--- src/rtl/minterm_pkg.sv ---
// Shared types and sizing helpers for the truth-table extractor.
// No logic of its own; pure declarations.
// Imported by minterm_extractor and next_term_finder.
package minterm_pkg;

    typedef enum logic [1:0] {
        ST_IDLE  = 2'd0,
        ST_SWEEP = 2'd1,
        ST_EMIT  = 2'd2,
        ST_DONE  = 2'd3
    } state_t;

    localparam int N_DEFAULT = 3;

    // Number of truth-table rows (and mask bits) for an n-input function.
    function automatic int tt_width(input int n);
        return 1 << n;
    endfunction

endpackage

--- src/rtl/minterm_extractor_next_term_finder.sv ---
// Priority search: lowest index >= start_pos whose mask bit differs from mode.
// Latency: purely combinational.
// Backpressure: none; the caller decides when to consume the result.
module next_term_finder
    import minterm_pkg::*;
#(
    parameter int N = N_DEFAULT
) (
    input  logic [tt_width(N)-1:0] mask,
    input  logic                   mode,
    input  logic [N:0]             start_pos,
    output logic                   found,
    output logic [N-1:0]           idx
);

    localparam int M = tt_width(N);

    // Walk downward so the last hit written is the lowest qualifying index.
    always_comb begin
        found = 1'b0;
        idx   = '0;
        for (int i = M - 1; i >= 0; i--) begin
            if (((N + 1)'(i) >= start_pos) && (mask[i] ^ mode)) begin
                found = 1'b1;
                idx   = N'(i);
            end
        end
    end

endmodule

--- src/rtl/minterm_extractor.sv ---
// Sweeps an N-input function through all 2^N inputs, captures its truth table, then streams minterm/maxterm indices.
// Latency: 2^N sweep cycles, then one cycle per scanned index (linear) or per emitted term (MINTERM_EXTRACTOR_FASTSCAN_EN), then one DONE cycle.
// Backpressure: a presented term holds term_valid/term_idx stable until term_ready; each stalled cycle adds one cycle.
module minterm_extractor
    import minterm_pkg::*;
#(
    parameter int N = N_DEFAULT
) (
    input  logic                   clk,
    input  logic                   rst_n,
    input  logic                   start,
    input  logic                   mode,
    output logic [N-1:0]           x_out,
    input  logic                   f_in,
    output logic                   busy,
    output logic                   term_valid,
    output logic [N-1:0]           term_idx,
    input  logic                   term_ready,
    output logic                   done,
    output logic [N:0]             count,
    output logic [tt_width(N)-1:0] mask
);

    localparam int M = tt_width(N);
    localparam logic [N-1:0] LAST_IDX = '1;

    state_t         state;
    logic           mode_q;
    logic [N-1:0]   idx;
    logic           match;

    // Outputs decode registered state only, so term_ready and f_in never reach them.
    assign match      = mask[idx] ^ mode_q;
    assign term_valid = (state == ST_EMIT) && match;
    assign term_idx   = idx;
    assign done       = (state == ST_DONE);
    assign busy       = (state != ST_IDLE);

`ifdef MINTERM_EXTRACTOR_FASTSCAN_EN
    logic [M-1:0] search_mask;
    logic [N:0]   search_from;
    logic         nxt_found;
    logic [N-1:0] nxt_idx;

    // During the last sweep cycle the final mask bit is still on f_in, so fold it in for the first search.
    always_comb begin
        search_mask = mask;
        if (state == ST_SWEEP) begin
            search_mask[x_out] = f_in;
        end
    end

    // Search strictly past the current term while emitting; from zero when entering EMIT.
    assign search_from = (state == ST_EMIT) ? ({1'b0, idx} + 1'b1) : '0;

    next_term_finder #(.N(N)) u_finder (
        .mask      (search_mask),
        .mode      (mode_q),
        .start_pos (search_from),
        .found     (nxt_found),
        .idx       (nxt_idx)
    );
`endif

    // Main control: sweep, capture, then scan/emit terms.
    always_ff @(posedge clk or negedge rst_n) begin
        if (!rst_n) begin
            state  <= ST_IDLE;
            x_out  <= '0;
            mode_q <= 1'b0;
            mask   <= '0;
            count  <= '0;
            idx    <= '0;
        end else begin
            case (state)
                ST_IDLE: begin
                    if (start) begin
                        state  <= ST_SWEEP;
                        x_out  <= '0;
                        mode_q <= mode;
                        mask   <= '0;
                        count  <= '0;
                    end
                end
                ST_SWEEP: begin
                    mask[x_out] <= f_in;
                    if (x_out == LAST_IDX) begin
`ifdef MINTERM_EXTRACTOR_FASTSCAN_EN
                        if (nxt_found) begin
                            state <= ST_EMIT;
                            idx   <= nxt_idx;
                        end else begin
                            state <= ST_DONE;
                        end
`else
                        state <= ST_EMIT;
                        idx   <= '0;
`endif
                    end else begin
                        x_out <= x_out + 1'b1;
                    end
                end
                ST_EMIT: begin
`ifdef MINTERM_EXTRACTOR_FASTSCAN_EN
                    // idx always points at a matching term here.
                    if (term_ready) begin
                        count <= count + 1'b1;
                        if (nxt_found) begin
                            idx <= nxt_idx;
                        end else begin
                            state <= ST_DONE;
                        end
                    end
`else
                    if (!match || term_ready) begin
                        if (match) begin
                            count <= count + 1'b1;
                        end
                        if (idx == LAST_IDX) begin
                            state <= ST_DONE;
                        end else begin
                            idx <= idx + 1'b1;
                        end
                    end
`endif
                end
                ST_DONE: begin
                    state <= ST_IDLE;
                end
                default: begin
                    state <= ST_IDLE;
                end
            endcase
        end
    end

endmodule

--- config.mk ---
export PLATFORM = sky130hd
export DESIGN_NAME = minterm_extractor
export DESIGN_NICKNAME = d
export VERILOG_FILES = /design/src/rtl/minterm_pkg.sv /design/src/rtl/minterm_extractor_next_term_finder.sv /design/src/rtl/minterm_extractor.sv
export SDC_FILE = /design/constraint.sdc
export NUM_CORES = 1
export LEC_CHECK = 0
export CORE_MARGIN = 3
export CORE_UTILIZATION = 40
export CTS_BUF_LIST = sky130_fd_sc_hd__clkbuf_8
export DETAILED_ROUTE_END_ITERATION = 6
export PLACE_DENSITY = 0.65
export SYNTH_ARGS = -nofsm -noshare
export SYNTH_HDL_FRONTEND = slang
export SYNTH_SLANG_ARGS = --single-unit
export TNS_END_PERCENT = 10
--- constraint.sdc ---
create_clock -name clk -period 2.74 [get_ports clk]
set_clock_uncertainty 0.1 [all_clocks]
set_input_delay 0.548 -clock clk [delete_from_list [all_inputs] [get_ports clk]]
set_output_delay 0.548 -clock clk [all_outputs]
set_load 0.03 [all_outputs]
Word level (Yosys, flattened, before mapping)
Cells that the tools add are included.
{"block": "totals", "register_bits": 21, "latch_bits": 0, "mem_bits_rw": 0, "mem_bits_ro": 0, "input_bits": 6, "out_inout_bits": 21, "elab_cells": 63, "memories": 0}
{"block": "op_classes", "addsub": 3, "mul": 0, "n_div": 0, "magnitude_cmp": 3, "n_eq_ne": 12, "n_shift": 0, "muxes": 23, "bitwise": 1, "n_reduce_logical": 15}
{"op": "$pmux 8 s2", "n": 1}
{"op": "$mux 3", "n": 5}
{"op": "$mux 4", "n": 3}
{"op": "$pmux 3 s2", "n": 2}
{"op": "$reduce_and 4->1", "n": 3}
{"op": "$ne 2x2->1 const B", "n": 5}
{"op": "$bwmux 8", "n": 1}
{"op": "$lt 3x4->1 const B", "n": 2}
{"op": "$mux 2", "n": 4}
{"op": "$mux 8", "n": 1}
{"op": "$pmux 2 s4", "n": 1}
{"op": "$pmux 4 s2", "n": 1}
{"op": "$reduce_bool 2->1", "n": 4}
{"op": "$add 3x1->3 const B", "n": 2}
{"op": "$eq 3x3->1 const B", "n": 2}
{"op": "$add 4x1->4 const B", "n": 1}
{"op": "$eq 2x2->1 const B", "n": 2}
{"op": "$ne 2x1->1 const B", "n": 2}
{"op": "$reduce_and 2->1", "n": 2}
{"op": "$bmux 1 s3", "n": 1}
{"op": "$demux 1 s3", "n": 1}
{"op": "$ge 3x1->1 const B", "n": 1}
{"op": "$reduce_and 3->1", "n": 1}
{"op": "$eq 2x1->1 const B", "n": 1}
{"op": "6 further kinds", "n": 8}

Logic depth before layout (Yosys ltp)
{"block": "depth", "word_depth": 7, "depth_mapped": 8, "depth_no_buf": 8}

Worst setup path after synthesis
No wires, ideal clock.
{"block": "synth_path", "path_type": "reg2out", "startpoint": "register idx[0], in the netlist term_idx[0]", "endpoint": "output port term_valid", "t_arrival_ns": 1.749, "required_time_ns": 2.092, "path_slack_ns": 0.343, "stages_incl_launch_ff": 7, "path_buffers": 1, "path_cell_list": "dfrtp_1 buf_6 mux2_4 a2bb2oi_1 a31o_1 nand2_1 and2_1"}
{"block": "synth_between", "elab_chain_cells": 4}
{"item": "from (decl)", "line_no": "minterm_extractor.sv:29", "text": "logic [N-1:0] idx;"}
{"item": "from (signal assigned)", "line_no": "minterm_extractor.sv:122", "text": "idx <= idx + 1'b1;"}
{"item": "$bmux 1 s3", "line_no": "minterm_extractor.sv:33", "text": "assign match = mask[idx] ^ mode_q;"}
{"item": "$mux 1 (implied by the code)", "line_no": "minterm_extractor.sv:33"}
{"item": "$xor 1x1->1", "line_no": "minterm_extractor.sv:33"}
{"item": "$logic_and 1x1->1", "line_no": "minterm_extractor.sv:34", "text": "assign term_valid = (state == ST_EMIT) && match;"}
{"item": "to (decl)", "line_no": "minterm_extractor.sv:16", "text": "output logic term_valid,"}
No other way between the ends. The select of a mux whose other input is x is not followed.

Final worst setup path
Same ends and word-level chain as after synthesis.

==> results.txt <==
- The clock reaches the later pin of the worst-skew pair after 0.27 ns.
- The routed layout has 1,227 vias.
- Post-CTS sizing: 0
- During synthesis, Yosys emitted a total of 0 warnings.
- In this run the static leakage power is 0.7599 nW.
- RePlAce Congestion: between 0.8 and 0.9
* Standard-cell rows: 20
- In this run the remaining antenna-violating nets after routing total 0.
* Clock-pin slew on the worst setup and hold paths: 0.08 ns
- The number of placed instances, taps included, is 224.
- Peak fanout along the critical path: 8
* PwrDens: 1151 nW/um2
- Port Buffer Count: 26
- The routed design has 3.097 mm of wire.
* Filler cell count: 300
- Slew Limit Headroom: 0.6065
* Average cell area after synthesis: around 8.8 um2
- For this design, the slowest cell found on the critical path is sky130_fd_sc_hd__dfrtp_1.
* Count of cells along the worst register-to-register path: 6
- The kind of cell with the highest combined delay along the critical path is flip-flops.
- In this run, synthesis produced a sequential element count of 21.
- Startpoint kind of the worst setup timing path: flop
- The number of global-route vias before repair was 1,085.
- H-tree depth reported by CTS: 1
- Critical path buffer and inverter count: 1
- The HPWL after detailed placement is roughly 2.4 mm.
* Placement Cell Area: around 1700 um2
- Final setup vio count: 0
- Worst Path Required: 2.09 ns
- The clock net in this run drives a total of 21 sinks.
- The worst path needs 2.570 ns of the cycle, external delays included.
- Peak per-stage delay on the critical path: about 0.53 ns
- Across the VDD grid, the largest voltage drop is ~640 uV.
- Most common library cell in the layout ignoring fill and taps: sky130_fd_sc_hd__clkdlybuf4s50_1
- Number of different library cells in the post-synthesis netlist: 35
- Beginning of the worst register-to-register path: term_idx[0]$_DFFE_PN0P_
* Max cap viols: 0
* DP Worst Slack: 0.4564 ns
* Sum of overflow across all layers after global routing: 0
* Run status: complete, no violations
- The finished layout holds ~230 standard cells, fillers aside.
- Sequential area share after synthesis: 0.3763
* Final Max Tran Viols: 0
- For this design the top-level I/O count stands at 27.
- Combined flip-flop and latch cell area: 525.5 um2
- Start point of the worst min-delay path: mode_q$_DFFE_PN0P_
* GR Util All Layers: 0.1598
- The floorplan step set the die width to 65.09 um.
* Quantity of hold-fixing buffers added after cts: 0
* Number of design-rule violations left by the first detailed-router iteration: roughly 70
- Of the cells placed in the final design, the portion with a size suffix greater than 1 is 0.08696.
- Routed len/inst: about 14 um
- The path with the worst hold slack has its endpoint at mode_q$_DFFE_PN0P_.
- Initial cell density of the core: 0.4394
- Along the worst hold path, the cell count comes to 1.
- Register-to-register setup slack: 0.48 ns
* Reg2reg end: term_idx[0]$_DFFE_PN0P_
- The pre-antenna-repair detailed-routing pass consisted of 4 iterations.
- After detailed routing, the number of vias per cell comes to 5.382.
- The clock passes through at most 2 buffers.
- Initial antenna violation count: 0
- TritonCTS built the clock tree.
- Unrepaired setup endpoints after global routing: false
- Synthesized netlist net count: 174
- Critical setup path kind: reg2out
- Synth-to-Final Area Change: 24.64%
- Total Die Area: 4236 um2
* Final core occ: 0.5476
- Once routing completed, OpenROAD measured the worst setup slack at about 0.17 ns.
* Wire length of the first global-routing pass: 5.333 mm
- Path class of the lowest-slack min-delay path: reg2reg
* Die Ht: 65.09 um
* Post-synthesis instance area: 1396 um2
- Final antenna diode count: 0
* Maximum number of pins on one net before global-route repair: 22
- Of the available clock period, the critical path in the final layout requires 0.9379.
- Total clock buffers created by CTS: 3
- Cell area after layout: around 1700 um2
- Floorplan Core Area: approximately 3200 um2
- Highest attainable clock frequency: between 0.3 and 0.4 GHz
- STA puts the critical path data arrival time at about 1.9 ns.
* Root buf cell: sky130_fd_sc_hd__clkbuf_8
- Element type at the critical path end: primary output
* Synthesized netlist cell count: ~160
- Summing all multi-input logic gate instances after layout gives 784.5 um2.
- In the layout the commonest cells are sky130_fd_sc_hd__clkdlybuf4s50_1 (25), sky130_fd_sc_hd__dfrtp_1 (21), sky130_fd_sc_hd__nand2_1 (19).
- Slew at the pin closest to its max-slew limit: 0.5841 ns
- Layout Nets: 201
* Fin. Hold Viols: 0
* DRC: 0
* Number of setup buffers added after CTS: 0
* Ordered cell list for the critical path: mux2_4 -> a2bb2oi_1 -> a31o_1 -> nand2_1 -> and2_1 -> buf_4
- Post-Route Setup TNS: 0 ns
logic make-up after synthesis:
kind of cell    Yosys count  share of synthesized area
compound gates           45                     0.2097
flops                    21                     0.3763
mux                      11                    0.08512
simple gates             52                     0.1774
buf+inv                  19                    0.06183
fa+ha+maj                10                    0.08961
synthesized netlist by cell type:
cell type	instances	area (um2)
sky130_fd_sc_hd__a31oi_1	4	25.02
sky130_fd_sc_hd__nor2_1	8	30.03
sky130_fd_sc_hd__a32o_1	1	10.01
sky130_fd_sc_hd__a21o_1	1	7.510
sky130_fd_sc_hd__clkbuf_1	6	22.52
sky130_fd_sc_hd__nand2b_1	4	25.02
sky130_fd_sc_hd__a311o_2	1	11.26
sky130_fd_sc_hd__and2b_2	1	8.760
sky130_fd_sc_hd__nor3_1	3	15.01
sky130_fd_sc_hd__a22oi_1	2	15.01
sky130_fd_sc_hd__ha_1	10	125.1
sky130_fd_sc_hd__and2_1	1	6.260
sky130_fd_sc_hd__nor2b_1	2	12.51
sky130_fd_sc_hd__or3_1	1	6.260
sky130_fd_sc_hd__a2bb2oi_1	1	8.760
sky130_fd_sc_hd__mux2i_1	7	70.07
sky130_fd_sc_hd__nand2_1	19	71.32
sky130_fd_sc_hd__o211ai_1	1	7.510
sky130_fd_sc_hd__a2111o_1	1	11.26
sky130_fd_sc_hd__o31a_2	1	10.01
sky130_fd_sc_hd__mux2_2	3	33.78
sky130_fd_sc_hd__a31o_1	1	8.760
sky130_fd_sc_hd__mux2_4	1	15.01
sky130_fd_sc_hd__nand3_1	8	40.04
sky130_fd_sc_hd__dfrtp_1	21	525.5
sky130_fd_sc_hd__inv_1	11	41.29
sky130_fd_sc_hd__a21oi_1	5	25.02
sky130_fd_sc_hd__o31ai_1	2	15.01
sky130_fd_sc_hd__o21ai_0	18	90.09
sky130_fd_sc_hd__o22ai_1	2	12.51
sky130_fd_sc_hd__o221ai_1	1	8.760
sky130_fd_sc_hd__buf_6	2	22.52
sky130_fd_sc_hd__nand3b_1	1	7.510
sky130_fd_sc_hd__a22o_1	3	26.28
sky130_fd_sc_hd__nand4_1	4	25.02
area by class of cell:
cell class,instances,area share
Clock inverter,1,0.002876
Tap cell,44,0.03163
Inverter,11,0.02372
Sequential cell,21,0.3019
Timing Repair Buffer,30,0.1653
Multi-Input combinational cell,118,0.4508
Clock buffer,3,0.02372
stage by stage:
step	total power [mW]	hold slack [ns]
final	2.003	0.4431
after global routing	2.183	0.4587
after CTS	2.015	0.4458
after detailed placement	1.802	0.4269
after global placement	1.796	0.4047
after floorplan	1.426	0.1524
worst max path at each step:
stage,start,to,cells past startpoint
after CTS,term_idx[0]$_DFFE_PN0P_,term_valid,6
after floorplan,term_idx[0]$_DFFE_PN0P_,term_valid,6
after global routing,term_idx[0]$_DFFE_PN0P_,term_valid,6
final,term_idx[0]$_DFFE_PN0P_,term_valid,6
after global placement,term_idx[0]$_DFFE_PN0P_,term_valid,6
after detailed placement,term_idx[0]$_DFFE_PN0P_,term_valid,6
flip-flops by register name, indices dropped and copies added (netlist names):
register,flops
mask,8
state,2
count,4
mode_q,1
x_out,3
term_idx,3
per-layer routing:
layer,wire length [um],track usage,vias to the layer above
met5,0,0,-
met3,144,0.04159,2
met2,1410,0.2465,25
met4,11,0.02332,0
li1,-,-,626
met1,1531,0.2297,574
report_power, final:
part / switching [mW] / internal, mW
clock network: 0.104 / 0.101
logic: 0.737 / 0.516
registers: 0.126 / 0.418
total: 0.967 / 1.04
No activity file was read; power rests on OpenSTA's default activity.
